==> config.mk <==
export PLATFORM = sky130hd
export DESIGN_NAME = hw_acc_cm_eqc_rsp_merge
export DESIGN_NICKNAME = d
export VERILOG_FILES = /design/src/rtl/hw_acc_cm_eqc_rsp_merge_pkg.sv /design/src/rtl/hw_acc_cm_eqc_rsp_merge.sv
export SDC_FILE = /design/constraint.sdc
export NUM_CORES = 1
export LEC_CHECK = 0
export BUFFER_PORTS_ARGS = -buffer_cell sky130_fd_sc_hd__buf_2
export CELL_PAD_IN_SITES_DETAIL_PLACEMENT = 1
export CELL_PAD_IN_SITES_GLOBAL_PLACEMENT = 2
export CORE_AREA = 2 2 476 478
export DETAILED_ROUTE_END_ITERATION = 6
export DIE_AREA = 0 0 478 480
export GPL_TIMING_DRIVEN = 0
export PLACE_DENSITY_LB_ADDON = 0.1
export SLEW_MARGIN = 0
export SYNTH_ARGS = -nofsm -noshare
export SYNTH_HDL_FRONTEND = slang
export SYNTH_SLANG_ARGS = --single-unit
export TNS_END_PERCENT = 20
==> constraint.sdc <==
create_clock -name clk -period 2.07 [get_ports clk]
set_clock_uncertainty 0.15 [all_clocks]
set_input_delay 0.1035 -clock clk [delete_from_list [all_inputs] [get_ports clk]]
set_output_delay 0.1035 -clock clk [all_outputs]
set_load 0.01 [all_outputs]
==> src/rtl/hw_acc_cm_eqc_rsp_merge_pkg.sv <==
// Shared constants for the EQC/CQC response merge stage: head layout, widths,
// channel field position within the request tag, and FSM state encoding.
package hw_acc_cm_eqc_rsp_merge_pkg;

    localparam int DEF_COUNT_MAX           = 2;
    localparam int DEF_COUNT_MAX_LOG       = $clog2(DEF_COUNT_MAX) + 1;
    localparam int MAX_REQ_TAG_NUM_LOG     = 8;
    localparam int DEF_PHYSICAL_ADDR_WIDTH = 64;
    localparam int DEF_ICM_ADDR_WIDTH      = 64;
    localparam int DEF_EQC_ENTRY_WIDTH     = 256;
    localparam int CACHE_ENTRY_WIDTH_CQC   = 256;

    // Head is packed {count_total, count_index, req_tag, phy_addr, icm_addr}, MSB first.
    localparam int HEAD_ICM_ADDR_LSB    = 0;
    localparam int HEAD_PHY_ADDR_LSB    = HEAD_ICM_ADDR_LSB + DEF_ICM_ADDR_WIDTH;
    localparam int HEAD_REQ_TAG_LSB     = HEAD_PHY_ADDR_LSB + DEF_PHYSICAL_ADDR_WIDTH;
    localparam int HEAD_COUNT_INDEX_LSB = HEAD_REQ_TAG_LSB + MAX_REQ_TAG_NUM_LOG;
    localparam int HEAD_COUNT_TOTAL_LSB = HEAD_COUNT_INDEX_LSB + DEF_COUNT_MAX_LOG;
    localparam int DEF_HEAD_WIDTH       = HEAD_COUNT_TOTAL_LSB + DEF_COUNT_MAX_LOG;

    localparam int CHNL_MSB   = 7;
    localparam int CHNL_LSB   = 5;
    localparam int CHNL_WIDTH = CHNL_MSB - CHNL_LSB + 1;

    typedef enum logic [1:0] {
        ST_IDLE     = 2'd0,
        ST_BUF_RD   = 2'd1,
        ST_BUF_WAIT = 2'd2,
        ST_RSP      = 2'd3
    } merge_state_t;

endpackage

==> src/rtl/hw_acc_cm_eqc_rsp_merge.sv <==
// Merges an EQC cache response with the CQC entry parked in the staged buffer
// under the same tag, and returns {EQC, CQC} to the channel encoded in the tag.
module hw_acc_cm_eqc_rsp_merge
    import hw_acc_cm_eqc_rsp_merge_pkg::*;
#(
    parameter int COUNT_MAX           = DEF_COUNT_MAX,
    parameter int COUNT_MAX_LOG       = $clog2(COUNT_MAX) + 1,
    parameter int REQ_TAG_WIDTH       = MAX_REQ_TAG_NUM_LOG,
    parameter int PHYSICAL_ADDR_WIDTH = DEF_PHYSICAL_ADDR_WIDTH,
    parameter int ICM_ADDR_WIDTH      = DEF_ICM_ADDR_WIDTH,
    parameter int EQC_ENTRY_WIDTH     = DEF_EQC_ENTRY_WIDTH,
    parameter int CQC_ENTRY_WIDTH     = CACHE_ENTRY_WIDTH_CQC,
    parameter int HEAD_WIDTH          = COUNT_MAX_LOG * 2 + REQ_TAG_WIDTH
                                        + PHYSICAL_ADDR_WIDTH + ICM_ADDR_WIDTH
)(
    input  logic                                   clk,
    input  logic                                   rst,
    input  logic                                   eqc_get_rsp_valid,
    input  logic [HEAD_WIDTH-1:0]                  eqc_get_rsp_head,
    input  logic [EQC_ENTRY_WIDTH-1:0]             eqc_get_rsp_data,
    output logic                                   eqc_get_rsp_ready,
    output logic                                   cqc_buffer_ren,
    output logic [REQ_TAG_WIDTH-1:0]               cqc_buffer_raddr,
    input  logic [CQC_ENTRY_WIDTH-1:0]             cqc_buffer_dout,
    output logic                                   cm_rsp_valid,
    output logic [CHNL_WIDTH-1:0]                  cm_rsp_chnl,
    output logic [REQ_TAG_WIDTH-1:0]               cm_rsp_tag,
    output logic [EQC_ENTRY_WIDTH+CQC_ENTRY_WIDTH-1:0] cm_rsp_data,
    input  logic                                   cm_rsp_ready,
    output logic                                   proto_err,
    output logic [31:0]                            rsp_cnt
);

    merge_state_t                                   state_r;
    logic [REQ_TAG_WIDTH-1:0]                       tag_r;
    logic [EQC_ENTRY_WIDTH-1:0]                     eqc_r;
    logic                                           ren_r;
    logic [REQ_TAG_WIDTH-1:0]                       raddr_r;
    logic                                           rsp_valid_r;
    logic [CHNL_WIDTH-1:0]                          rsp_chnl_r;
    logic [REQ_TAG_WIDTH-1:0]                       rsp_tag_r;
    logic [EQC_ENTRY_WIDTH+CQC_ENTRY_WIDTH-1:0]     rsp_data_r;
    logic                                           proto_err_r;
    logic [31:0]                                    rsp_cnt_r;

    logic [REQ_TAG_WIDTH-1:0]                       head_tag_s;
    logic [COUNT_MAX_LOG-1:0]                       head_count_total_s;
    logic                                           unused_head_s;

    assign head_tag_s         = eqc_get_rsp_head[HEAD_REQ_TAG_LSB +: REQ_TAG_WIDTH];
    assign head_count_total_s = eqc_get_rsp_head[HEAD_COUNT_TOTAL_LSB +: COUNT_MAX_LOG];

    // Addresses and fragment index travel with the head but play no part in the merge.
    assign unused_head_s = ^{eqc_get_rsp_head[HEAD_COUNT_INDEX_LSB +: COUNT_MAX_LOG],
                             eqc_get_rsp_head[HEAD_PHY_ADDR_LSB +: PHYSICAL_ADDR_WIDTH],
                             eqc_get_rsp_head[HEAD_ICM_ADDR_LSB +: ICM_ADDR_WIDTH]};

    assign eqc_get_rsp_ready = (state_r == ST_IDLE);
    assign cqc_buffer_ren    = ren_r;
    assign cqc_buffer_raddr  = raddr_r;
    assign cm_rsp_valid      = rsp_valid_r;
    assign cm_rsp_chnl       = rsp_chnl_r;
    assign cm_rsp_tag        = rsp_tag_r;
    assign cm_rsp_data       = rsp_data_r;
    assign proto_err         = proto_err_r;
    assign rsp_cnt           = rsp_cnt_r;

    // Merge FSM: accept head, read staged buffer, capture CQC, hold response until taken.
    always_ff @(posedge clk) begin
        if (!rst) begin
            state_r     <= ST_IDLE;
            tag_r       <= '0;
            eqc_r       <= '0;
            ren_r       <= 1'b0;
            raddr_r     <= '0;
            rsp_valid_r <= 1'b0;
            rsp_chnl_r  <= '0;
            rsp_tag_r   <= '0;
            rsp_data_r  <= '0;
            proto_err_r <= 1'b0;
            rsp_cnt_r   <= 32'd0;
        end else begin
            case (state_r)
                ST_IDLE: begin
                    if (eqc_get_rsp_valid) begin
                        state_r <= ST_BUF_RD;
                        tag_r   <= head_tag_s;
                        eqc_r   <= eqc_get_rsp_data;
                        ren_r   <= 1'b1;
                        raddr_r <= head_tag_s;
                        if (head_count_total_s == '0) begin
                            proto_err_r <= 1'b1;
                        end
                    end
                end
                ST_BUF_RD: begin
                    state_r <= ST_BUF_WAIT;
                    ren_r   <= 1'b0;
                    raddr_r <= '0;
                end
                ST_BUF_WAIT: begin
                    // Buffer read data is valid now, one cycle after the read enable.
                    state_r     <= ST_RSP;
                    rsp_valid_r <= 1'b1;
                    rsp_chnl_r  <= tag_r[CHNL_MSB:CHNL_LSB];
                    rsp_tag_r   <= tag_r;
                    rsp_data_r  <= {eqc_r, cqc_buffer_dout};
                end
                ST_RSP: begin
                    if (cm_rsp_ready) begin
                        state_r     <= ST_IDLE;
                        rsp_valid_r <= 1'b0;
                        rsp_chnl_r  <= '0;
                        rsp_tag_r   <= '0;
                        rsp_data_r  <= '0;
                        rsp_cnt_r   <= rsp_cnt_r + 32'd1;
                    end
                end
                default: begin
                    state_r     <= ST_IDLE;
                    ren_r       <= 1'b0;
                    raddr_r     <= '0;
                    rsp_valid_r <= 1'b0;
                    rsp_chnl_r  <= '0;
                    rsp_tag_r   <= '0;
                    rsp_data_r  <= '0;
                end
            endcase
        end
    end

endmodule

==> flow_summary.toml <==
[synthesis]
synthFlopType = "dfxtp_1"
synth_async_sr_flop_share = 0
ys_ff_latch = 829
synth_top_area_cell = "dfxtp_1"
syn-num-nets = 3780
syn_inst = 3119
yosys.area.top_type_share = 0.595
yosysUniqueCellTypes = 38
syn_avg_cell_area_um2 = 8.95
synth.cell_area_um2 = 27900
synth_most_common_cell = "dfxtp_1"
synthTopCellsByCount = "dfxtp_1, nor2_1, nand2_1"
ys_warn_count = 0
ys_seq_area_frac = 0.595
synth_edf_count = 0
synthTopCellsByArea = "dfxtp_1, a22oi_1, nor2_1"

[route]
ant_nets = 0
drc = 0
drt_iter0_drc = 1012
vias = 32100
wl_um = 191000
wl_per_cell_um = 22.5
vias_per_cell = 3.78
drt-pass1-iter-count = 4

[global_route]
grt_pass1_wl_um = 266000
overflow = 0
grt_pass1_vias = 34200
grt_start_max_net_pins = 17
antenna_found_initial = 68
grt_usage = 0.160

[die]
die_y_um = 480
core_area_um2 = 224000
die-area_um2 = 229000
initial_core_util = 0.125
rows = 174
ios = 1223
die_w_um = 478

[critical_path]
worst_setup_path_start_kind = "flop"
crit_path_start = "state_r[1]$_SDFFE_PN0P_"
r2r_start = "state_r[1]$_SDFFE_PN0P_"
cp_max_fo = 5
arrival_ns = 2.75
required_ns = 2.61
cp-end-kind = "flop"
criticalPathCategory = "flop to flop"

[sta]
hold_violations = 0
slew_headroom = 0.107
period_share = 1.07
setup-tns-final_ns = -5.25
drv_slew = 0
finalCriticalPeriod_ns = 2.21
setup_violations = 216
fmax_mhz = 452
worstMarginPinSlew_ns = 1.34
rsz0062_at_grt = "yes"
setup_ws_ns = -0.142

[clock_network]
clock_sinks = 829
clock_path_buffers = 3
cts_buffers = 116
cts_tree = "yes"
cts_max_level = 3
clock_latency_ns = 0.76
root_buffer = "clkbuf_16"
cts.reportedPaths.clkPinSlew_ns = 0.06

[run_status]
outcome = "complete, but fails checks"
failed_checks = "negative setup slack"

[cells_and_area]
drive_gt1_frac = 0.335
area_delta_synth_final_pct = 96.1
fillers = 26100
fin_nets = 6033
stdcell_count = 8491

[worst_hold_path]
hold_path.class = "primary input to flop"
worstHoldStart = "cqc_buffer_dout[10]"

[power_and_ir_drop]
power_density_nw_per_um2 = 1150
total_power_mw = 62.8
vdd_drop_max_mv = 0.687
p_leak_nw = 22.6

[job]
maxCapViolCount = 0

[placed_design]
dp_hpwl_um = 143000
io_buffer_count = 1092
placed_cells = 7205
gp_congestion = 0.787
-- power by group --
group | internal [mW] | switching [mW]
registers | 18.5 | 1.61
clock network | 12.2 | 8.43
logic | 9.28 | 12.8
-- worst paths after layout --
check                           slack (ns)                      endpoint  cells past startpoint
worst max register to register       -0.14      rsp_cnt[26]$_SDFFE_PN0P_                      6
worst min register to register        0.31        eqc_r[21]$_SDFFE_PN0P_                      2
worst min-delay path                  0.08  cm_rsp_data[10]$_SDFFE_PN0P_                      4
worst max-delay path                 -0.14      rsp_cnt[26]$_SDFFE_PN0P_                      6
-- timing repair --
item / CTS / global route
gates cloned: 14 / 3
hold endpoints to repair: 559 / 1
pin swaps: 10 / 16
hold buffers: 1001 / 1
setup buffers: 10 / 16
setup endpoints to repair: 815 / 814
resized for setup: 431 / 419
-- placed cells by master (no fill, tap or decap), types with 9 or more instances in the layout --
master / Yosys / routed
a21oi_1: 287 / 278
a21oi_2: 0 / 9
a22oi_1: 528 / 242
a22oi_2: 0 / 286
buf_12: 0 / 10
buf_2: 3 / 1106
buf_4: 4 / 45
buf_6: 1 / 23
buf_8: 0 / 20
clkbuf_1: 260 / 128
clkbuf_16: 0 / 153
clkbuf_2: 1 / 28
clkbuf_4: 0 / 34
clkbuf_8: 0 / 50
clkinv_2: 0 / 9
dfxtp_1: 829 / 817
diode_2: 0 / 30
dlygate4sd3_1: 0 / 1001
nand2_1: 541 / 540
nand4_1: 9 / 9
nor2_1: 548 / 546
or4_1: 16 / 9
xnor2_1: 10 / 10
-- worst max-delay path, cell delays in order (launching register included) --
cell and delay, ns:
dfxtp_4 0.37, ha_4 0.17, buf_4 0.13, nand3_4 0.10, or4_4 0.61, or4_4 0.50
a21oi_2 0.12
-- routing by layer --
metal	track usage	part of all wire	wire length [um]	up-vias
met5	0	0.0012	220	-
met1	0.196	0.43	81600	15600
met4	0.0567	0.035	6770	34
li1	-	-	-	15300
met3	0.0501	0.069	13200	267
met2	0.264	0.47	88800	910
-- cell families after synthesis --
group / share of synthesized area
compound gates: 0.199
simple gates: 0.161
mux: 0.000359
fa+ha+maj: 0.00224
xor+xnor: 0.00377
buf+inv: 0.0393
flops: 0.595
-- cell type report --
cell class | count | area, um2 | share of cell area
timing repair buffer | 2137 | 16100 | 0.295
clock buffer | 192 | 3550 | 0.0649
inverter | 9 | 33.8 | 0.000617
antenna | 30 | 75.1 | 0.00137
buffer | 273 | 2380 | 0.0435
tap | 2992 | 3740 | 0.0684
sequential | 829 | 16600 | 0.304
clock inverter | 23 | 332 | 0.00606
multi-input combinational | 2006 | 11800 | 0.216
-- metrics by stage --
| step | util | setup WS (ns) | hold slack (ns) | cell area, um2 |
|---|---|---|---|---|
| after floorplan | - | -0.0161 | 0.0713 | 28000 |
| after global placement | 0.166 | -3.23 | 0.200 | 37200 |
| after detailed placement | 0.166 | -2.35 | 0.203 | 37300 |
| after CTS | 0.237 | -0.291 | 0.000432 | 53200 |
| after global routing | 0.244 | -0.212 | 0.0603 | 54700 |
| final | 0.244 | -0.142 | 0.0801 | 54700 |
-- registers in the layout, indices dropped and copies added (netlist names) --
| name | flops |
|---|---|
| cm_rsp_chnl | 3 |
| cm_rsp_data | 512 |
| cm_rsp_tag | 5 |
| cm_rsp_valid | 1 |
| cqc_buffer_raddr | 8 |
| cqc_buffer_ren | 1 |
| eqc_r | 256 |
| proto_err | 1 |
| rsp_cnt | 32 |
| state_r | 2 |
| tag_r | 8 |
Power figures use the tool's default switching activity.
